### config.mk
export PLATFORM = sky130hd
export DESIGN_NAME = uint_to_l1_flat
export DESIGN_NICKNAME = d
export VERILOG_FILES = /design/src/rtl/uint_to_l1_if.sv /design/src/rtl/uint_to_l1.sv /design/src/flat_wrapper.sv
export SDC_FILE = /design/constraint.sdc
export NUM_CORES = 2
export LEC_CHECK = 0
export ABC_CLOCK_PERIOD_IN_PS = 20300
export BUFFER_PORTS_ARGS = -buffer_cell sky130_fd_sc_hd__buf_4
export CAP_MARGIN = 30
export CORE_UTILIZATION = 25
export DETAILED_ROUTE_END_ITERATION = 16
export PLACE_DENSITY = 0.43
export SLEW_MARGIN = 20
export SYNTH_ARGS = -nofsm -noshare
export SYNTH_HDL_FRONTEND = slang
export SYNTH_SLANG_ARGS = --single-unit
### constraint.sdc
create_clock -name clk_i -period 20.3 [get_ports clk_i]
set_input_delay 4.06 -clock clk_i [delete_from_list [all_inputs] [get_ports clk_i]]
set_output_delay 4.06 -clock clk_i [all_outputs]
set_load 0.05 [all_outputs]
### src/rtl/uint_to_l1_if.sv
// Valid/ready bundle between an integer producer, uint_to_l1 and its L1 consumer.
`timescale 1ns/1ps
interface uint_to_l1_if #(
   parameter int unsigned W_VAL    = 288,
   parameter int unsigned ADD_DIV  = 4,
   parameter int unsigned L1_CARRY = 2
);
   localparam int unsigned OutW = ADD_DIV * (W_VAL / ADD_DIV + L1_CARRY);

   logic             in_valid;
   logic             in_ready;
   logic [W_VAL-1:0] in_data;
   logic             out_valid;
   logic             out_ready;
   logic [OutW-1:0]  out_data;
   logic             out_err;

   // Producer/consumer side.
   modport master (
      output in_valid, in_data, out_ready,
      input  in_ready, out_valid, out_data, out_err
   );

   // Converter side.
   modport slave (
      input  in_valid, in_data, out_ready,
      output in_ready, out_valid, out_data, out_err
   );
endinterface

### src/rtl/uint_to_l1.sv
// Unsigned integer to redundant L1 polynomial ingress converter. Reduces the operand into
// [0, M) by at most MAX_MULT-1 conditional subtractions, then splits it into ADD_DIV limbs
// with zeroed carry fields. Operands at or above MAX_MULT*M are flagged with out_err.
`timescale 1ns/1ps
module uint_to_l1 #(
   parameter int unsigned     W_VAL    = 288,
   parameter int unsigned     ADD_DIV  = 4,
   parameter int unsigned     L1_CARRY = 2,
   // Default is the BN254 base-field prime, standing in for PARAMS_BN254_d0::M_tilde.
   parameter logic [W_VAL-1:0] M = W_VAL'(
      256'h30644e72e131a029b85045b68181585d97816a916871ca8d3c208c16d87cfd47),
   parameter int unsigned     MAX_MULT = 4
) (
   input  logic        clk_i,
   input  logic        rst_i,
   uint_to_l1_if.slave bus,
   output logic        busy_o
);
   localparam int unsigned LIMB_W  = W_VAL / ADD_DIV;
   localparam int unsigned LimbOut = LIMB_W + L1_CARRY;
   localparam int unsigned OutW    = ADD_DIV * LimbOut;
   localparam int unsigned CntW    = (MAX_MULT > 1) ? $clog2(MAX_MULT) : 1;
   localparam logic [CntW-1:0] CntLast = CntW'(MAX_MULT - 1);

   typedef enum logic [1:0] {StIdle, StReduce, StOut} state_e;

   state_e           state_q, state_d;
   logic [W_VAL-1:0] acc_q, acc_d;
   logic [CntW-1:0]  cnt_q, cnt_d;
   logic [OutW-1:0]  out_data_q, out_data_d;
   logic             out_err_q, out_err_d;
   logic             out_valid_q, out_valid_d;

   logic [W_VAL:0]   diff;
   logic             acc_ge_m;
   logic             in_ready;
   logic             accept;
   logic [OutW-1:0]  l1_pack;

   // One extra bit so the compare-by-subtraction cannot wrap.
   always_comb begin
      diff     = {1'b0, acc_q} - {1'b0, M};
      acc_ge_m = ~diff[W_VAL];
   end

   // Limb split of the accumulator; carry fields stay zero.
   always_comb begin
      l1_pack = '0;
      for (int i = 0; i < int'(ADD_DIV); i++) begin
         l1_pack[i*LimbOut +: LIMB_W] = acc_q[i*LIMB_W +: LIMB_W];
      end
   end

   // Input readiness: free in IDLE, pass-through of out_ready while a result drains.
   always_comb begin
      unique case (state_q)
         StIdle:  in_ready = 1'b1;
         StOut:   in_ready = bus.out_ready;
         default: in_ready = 1'b0;
      endcase
      accept = bus.in_valid & in_ready;
   end

   // Next-state logic for the reduce/emit FSM.
   always_comb begin
      state_d     = state_q;
      acc_d       = acc_q;
      cnt_d       = cnt_q;
      out_data_d  = out_data_q;
      out_err_d   = out_err_q;
      out_valid_d = out_valid_q;
      unique case (state_q)
         StIdle: begin
            if (accept) begin
               acc_d   = bus.in_data;
               cnt_d   = '0;
               state_d = StReduce;
            end
         end
         StReduce: begin
            if (acc_ge_m && (cnt_q != CntLast)) begin
               acc_d = diff[W_VAL-1:0];
               cnt_d = cnt_q + 1'b1;
            end else if (acc_ge_m) begin
               // Still >= M after the allowed subtractions: contract violation.
               out_data_d  = '0;
               out_err_d   = 1'b1;
               out_valid_d = 1'b1;
               state_d     = StOut;
            end else begin
               out_data_d  = l1_pack;
               out_err_d   = 1'b0;
               out_valid_d = 1'b1;
               state_d     = StOut;
            end
         end
         StOut: begin
            if (bus.out_ready) begin
               out_valid_d = 1'b0;
               if (accept) begin
                  acc_d   = bus.in_data;
                  cnt_d   = '0;
                  state_d = StReduce;
               end else begin
                  state_d = StIdle;
               end
            end
         end
         default: state_d = StIdle;
      endcase
   end

   // State and datapath registers.
   always_ff @(posedge clk_i or posedge rst_i) begin
      if (rst_i) begin
         state_q     <= StIdle;
         acc_q       <= '0;
         cnt_q       <= '0;
         out_data_q  <= '0;
         out_err_q   <= 1'b0;
         out_valid_q <= 1'b0;
      end else begin
         state_q     <= state_d;
         acc_q       <= acc_d;
         cnt_q       <= cnt_d;
         out_data_q  <= out_data_d;
         out_err_q   <= out_err_d;
         out_valid_q <= out_valid_d;
      end
   end

   assign bus.in_ready  = in_ready;
   assign bus.out_valid = out_valid_q;
   assign bus.out_data  = out_data_q;
   assign bus.out_err   = out_err_q;
   assign busy_o        = (state_q != StIdle);
endmodule

### src/flat_wrapper.sv
// flat-port wrapper written by rule: the top's interface ports become plain ports
module uint_to_l1_flat 
#(
   parameter int unsigned     W_VAL    = 288,
   parameter int unsigned     ADD_DIV  = 4,
   parameter int unsigned     L1_CARRY = 2,
                                                                                      
   parameter logic [W_VAL-1:0] M = W_VAL'(
      256'h30644e72e131a029b85045b68181585d97816a916871ca8d3c208c16d87cfd47),
   parameter int unsigned     MAX_MULT = 4
)
  (clk_i, rst_i, busy_o, bus_in_valid, bus_in_data, bus_out_ready, bus_in_ready, bus_out_valid, bus_out_data, bus_out_err);
  uint_to_l1_if #(.W_VAL(W_VAL), .ADD_DIV(ADD_DIV), .L1_CARRY(L1_CARRY)) bus_i ();
  input  logic clk_i;
  input  logic rst_i;
  output logic busy_o;
  input wire logic [$bits(bus_i.in_valid)-1:0] bus_in_valid;
  input wire logic [$bits(bus_i.in_data)-1:0] bus_in_data;
  input wire logic [$bits(bus_i.out_ready)-1:0] bus_out_ready;
  output wire logic [$bits(bus_i.in_ready)-1:0] bus_in_ready;
  output wire logic [$bits(bus_i.out_valid)-1:0] bus_out_valid;
  output wire logic [$bits(bus_i.out_data)-1:0] bus_out_data;
  output wire logic [$bits(bus_i.out_err)-1:0] bus_out_err;
  assign bus_i.in_valid = bus_in_valid;
  assign bus_i.in_data = bus_in_data;
  assign bus_i.out_ready = bus_out_ready;
  assign bus_in_ready = bus_i.in_ready;
  assign bus_out_valid = bus_i.out_valid;
  assign bus_out_data = bus_i.out_data;
  assign bus_out_err = bus_i.out_err;
  uint_to_l1 #(.W_VAL(W_VAL), .ADD_DIV(ADD_DIV), .L1_CARRY(L1_CARRY), .M(M), .MAX_MULT(MAX_MULT)) u_core (.clk_i(clk_i), .rst_i(rst_i), .bus(bus_i), .busy_o(busy_o));
endmodule
# [Yosys cells after proc, flatten, opt, wreduce, memory -nomap -nowiden]
# Cells that the tools add are included.
[op_classes] addsub=2 n_eq_ne=7 mux=19 bitwise_logic=3 n_reduce_logical=9
[ops] op="2-to-1 mux 288 bit" count=3
[ops] op="one-hot mux 288 bit (3 select lines)" count=1
[ops] op="2-to-1 mux 294 bit" count=1
[ops] op="subtractor 288 x 254 -> 289 bit, second input constant" count=1
[ops] op="2-to-1 mux 2 bit" count=6
[ops] op="one-hot mux 2 bit (3 select lines)" count=2
[ops] op="AND reduction 3 bit" count=3
[ops] op="inequality test 2 bit, second input constant" count=3
[ops] op="2-to-1 mux 1 bit" count=4
[ops] op="inequality test 2 x 1 -> 1 bit, second input constant" count=2
[ops] op="one-hot mux 1 bit (2 select lines)" count=2
[ops] op="nonzero test 2 bit" count=2
[ops] op="nonzero test 3 bit" count=1
[ops] op="adder 2 x 1 -> 2 bit, second input constant" count=1
[ops] op="equality test 2 x 1 -> 1 bit, second input constant" count=1
[ops] op="equality test 2 bit, second input constant" count=1
[ops] op="zero test 2 bit" count=1
[ops] op="NOT 1 bit" count=2
[ops] op="AND reduction 2 bit" count=1
[ops] op="bitwise AND 1 bit" count=1
[ops] op="logical AND 1 bit" count=1
[word_totals] regBits=590 out_inout_bits=300 word_cells=46

# [Longest topological paths before layout]
[depth] ltp_word=6 depth_mapped=18

# [Worst setup path after synthesis]
# OpenSTA, ideal clock, no wires.
[synth_path] path_type="input to output" start="input port bus_out_ready" end="output port bus_in_ready" arrival_ns=4.952 required_time_ns=16.240 setup_slack_ns=11.288 cell_stages=2 n_path_buf=0 cell_sequence="inv_1 > a21oi_1"
[synth_between] elab_chain_cells=1
[synth_rtl] item="start, declared" line="flat_wrapper.sv:19" source="input wire logic [$bits(bus_i.out_ready)-1:0] bus_out_ready;"
[synth_rtl] item="one-hot mux 1 bit (2 select lines)" line="uint_to_l1.sv:56" source="unique case (state_q)"
[synth_rtl] item="end, declared" line="flat_wrapper.sv:20" source="output wire logic [$bits(bus_i.in_ready)-1:0] bus_in_ready;"
# No other way between the ends.

# [Worst setup path after layout]
# Same ends and word-level chain as after synthesis.

==> summary.md <==
| Metric | Value |
|---|---|
| Status | `completed` |
| Register area | `0.0146 mm^2` |
| Total CTS buffers | `76` |
| Final setup vio count | `0` |
| Clock Pin Slew Worst Setup and Hold Paths | `0.06 ns` |
| Area Growth Syn to Fin | `22.8%` |
| Clock Latency Late Sink | `0.73 ns` |
| Yosys warning total | `0` |
| Grt met1 use | `0.339` |
| Final Core Density | `0.310` |
| Cell area power density | `157 mW/mm^2` |
| Least-Margin Pin Slew | `0.983 ns` |
| Critical path fanouts, max | `4` |
| Final Power | `7.21 mW` |
| Post-synthesis register bit count | `582` |
| Vias per std cell | `~5.7` |
| # IOs | `592` |
| Vias post-DR | `39.4k` |
| Max Transition Viols Final | `0` |
| Synth unique cells | `103` |
| Die Area | `around 0.15 mm^2` |
| Setup_tns | `0 ns` |
| Post-synth top cells | `dfrtp_1 (582), nor2_1 (488), o21ai_0 (421)` |
| RSZ-0062 raised after global routing | `no` |
| Chip height | `roughly 390 um` |
| TritonCTS clock tree | `done` |
| Core area | `0.148 mm^2` |
| Share of layout cells above drive strength 1 | `0.177` |
| Initial DRT Pass Iterations | `6` |
| Share of the synthesized area in the top cell type | `0.390` |
| Remaining DRCs | `0` |
| Max clock buf depth | `3` |
| Mapped Cells | `4,611` |
| Critical Path AT | `4.70 ns` |
| Initial core utilization | `0.252` |
| CP Data Required Time | `approximately 16 ns` |
| Max VDD drop | `0.000147 V` |
| Hold WS | `0.470 ns` |
| Pleak | `19.2 nW` |
| Most Crowded Layer GR | `met2` |
| Maximum clock frequency | `114 MHz` |
| Std-Cell Rows | `141` |
| Port bufs | `583` |
| Minimum clock period | `around 8.8 ns` |
| Async S/R FF share, synth | `1.00` |
| Top-count cell post-synth | `dfrtp_1` |
| Critical Path End Type | `primary output` |
| Multi-input gate area | `0.0208 mm^2` |
| Die width | `389 um` |
| Final WL | `approximately 190,000 um` |
| First-pass GRT wire length | `about 270,000 um` |
| GRT met2 Usage | `0.378` |
| Setup CP Type | `primary input to primary output` |
| Register area share after synthesis | `0.390` |
| Initial antenna violation count | `8` |
| Pin count of the biggest net entering global routing | `170` |
| Syn_area_per_cell | `8.10 um^2` |
| Vias in the first global route | `37.0k` |
| Max-slew headroom | `0.335` |
| Post-CTS sizing | `0` |
| Post-CTS Setup Inserts | `0` |
| Most used flip-flop cell after synthesis | `dfrtp_1` |
| GR Util All Layers | `0.240` |
| Remaining Overflow, GRT | `0` |
| Cell Area, Synth | `~0.037 mm^2` |
| Final antenna-violating net count | `0` |
| Final cycle utilization of the critical path | `0.431` |
| Clock sinks | `582` |
| Root Buffer | `clkbuf_16` |
| Max capacitance violation total | `0` |
| Met3 Use GR | `0.0337` |
| Startpoint Class | `primary input` |
| Clk_skew | `0.0420 ns` |
| Drt wl/cell | `27.1 um` |
| Top cells by area, synth | `dfrtp_1 (39%), a22o_1 (6.1%), o21ai_0 (5.6%)` |
| Dpl hpwl | `144,000 um` |
| Fillers | `15.7k` |
| H-tree levels | `3` |
| Gpl congestion | `0.944` |
| Post-synth EDFFs | `0` |
| Worst hold path type | `register to register` |
| Cts hold-fix bufs | `0` |
| Initial drt markers | `3,864` |
| Final hold vios | `0` |
| Nets | `5,231` |
| Largest area contributor in the netlist | `dfrtp_1` |
==> critical path, stage by stage <==
cell and delay (ns):
buf_4 0.09, inv_1 0.04, a21oi_1 0.26, buf_4 0.26
==> cell families (layout without fill, tap and decap cells) <==
| logic type | Yosys count | after routing | synth area share |
|---|---|---|---|
| compound gates | 1820 | 1820 | 0.327 |
| fa+ha+maj | 2 | 2 | 0.000670 |
| other cells | 1 | 10 | 0.000100 |
| buf+inv | 497 | 877 | 0.0539 |
| flops | 582 | 582 | 0.390 |
| simple gates | 1709 | 1709 | 0.229 |
==> stage by stage <==
stage / instance area [um^2] / setup slack [ns] / cells
floorplan: 37400 / 8.31 / 4618
global placement: 43000 / 11.55 / 6772
detailed placement: 43100 / 11.55 / 6778
CTS: 45700 / 11.54 / 6917
global route: 45900 / 11.51 / 6929
finish: 45900 / 11.54 / 6930
==> path summary, 6_finish.rpt <==
check	end	cells past startpoint	start	slack (ns)
worst min-delay path	u_core.cnt_q[1]$_DFFE_PP0P_	2	u_core.cnt_q[1]$_DFFE_PP0P_	0.47
worst max register to register	u_core.acc_q[252]$_DFFE_PP0P_	15	u_core.acc_q[100]$_DFFE_PP0P_	13.78
worst max-delay path	bus_in_ready	4	bus_out_ready	11.54
min in group asynchronous	u_core.acc_q[73]$_DFFE_PP0P_	2	rst_i	3.29
worst min register to register	u_core.cnt_q[1]$_DFFE_PP0P_	2	u_core.cnt_q[1]$_DFFE_PP0P_	0.47
max in group asynchronous	u_core.bus.out_data[216]$_DFFE_PP0P_	5	rst_i	14.49
==> sequential cells by signal (all words and copies together) (netlist names) <==
name / count
u_core.acc_q: 288
u_core.state_q: 2
u_core.bus.out_data: 288
u_core.cnt_q: 2
u_core.bus.out_valid: 1
u_core.bus.out_err: 1
==> layer usage <==
layer  routed length, um  vias up
met4                4490        0
met2               85600     1481
met3               10800      181
met5                   0        -
met1               86700    19800
li1                    -    17900
==> cell usage in the layout (no fill, tap or decap), drive strengths merged, types with 32 or more instances in the layout <==
cell type    n
a31oi       66
nor3       120
dfrtp      582
o22ai       93
nand3      143
nor4        59
a22o       259
o21ai      440
nand2      406
or2         32
a22oi      121
buf        659
a21oi      398
and2        80
and3        48
clkbuf     107
inv         77
o21a        41
nand2b      41
nand4       51
nor2       489
or3         50
or4         32
a21o        42
==> area by class of cell <==
type | count | share of cell area
antenna | 2 | 0.000109
clock buffer | 102 | 0.0477
clock inverter | 37 | 0.00990
inverter | 73 | 0.00616
multi-input combinational | 3539 | 0.454
sequential | 582 | 0.317
tap | 1930 | 0.0526
timing repair buffer | 665 | 0.112
==> report_power, final <==
part	internal [mW]	switching, mW
registers	1.47	0.857
logic	1.16	2.28
clock network	0.842	0.602
total	3.47	3.74
Power figures use the tool's default switching activity.
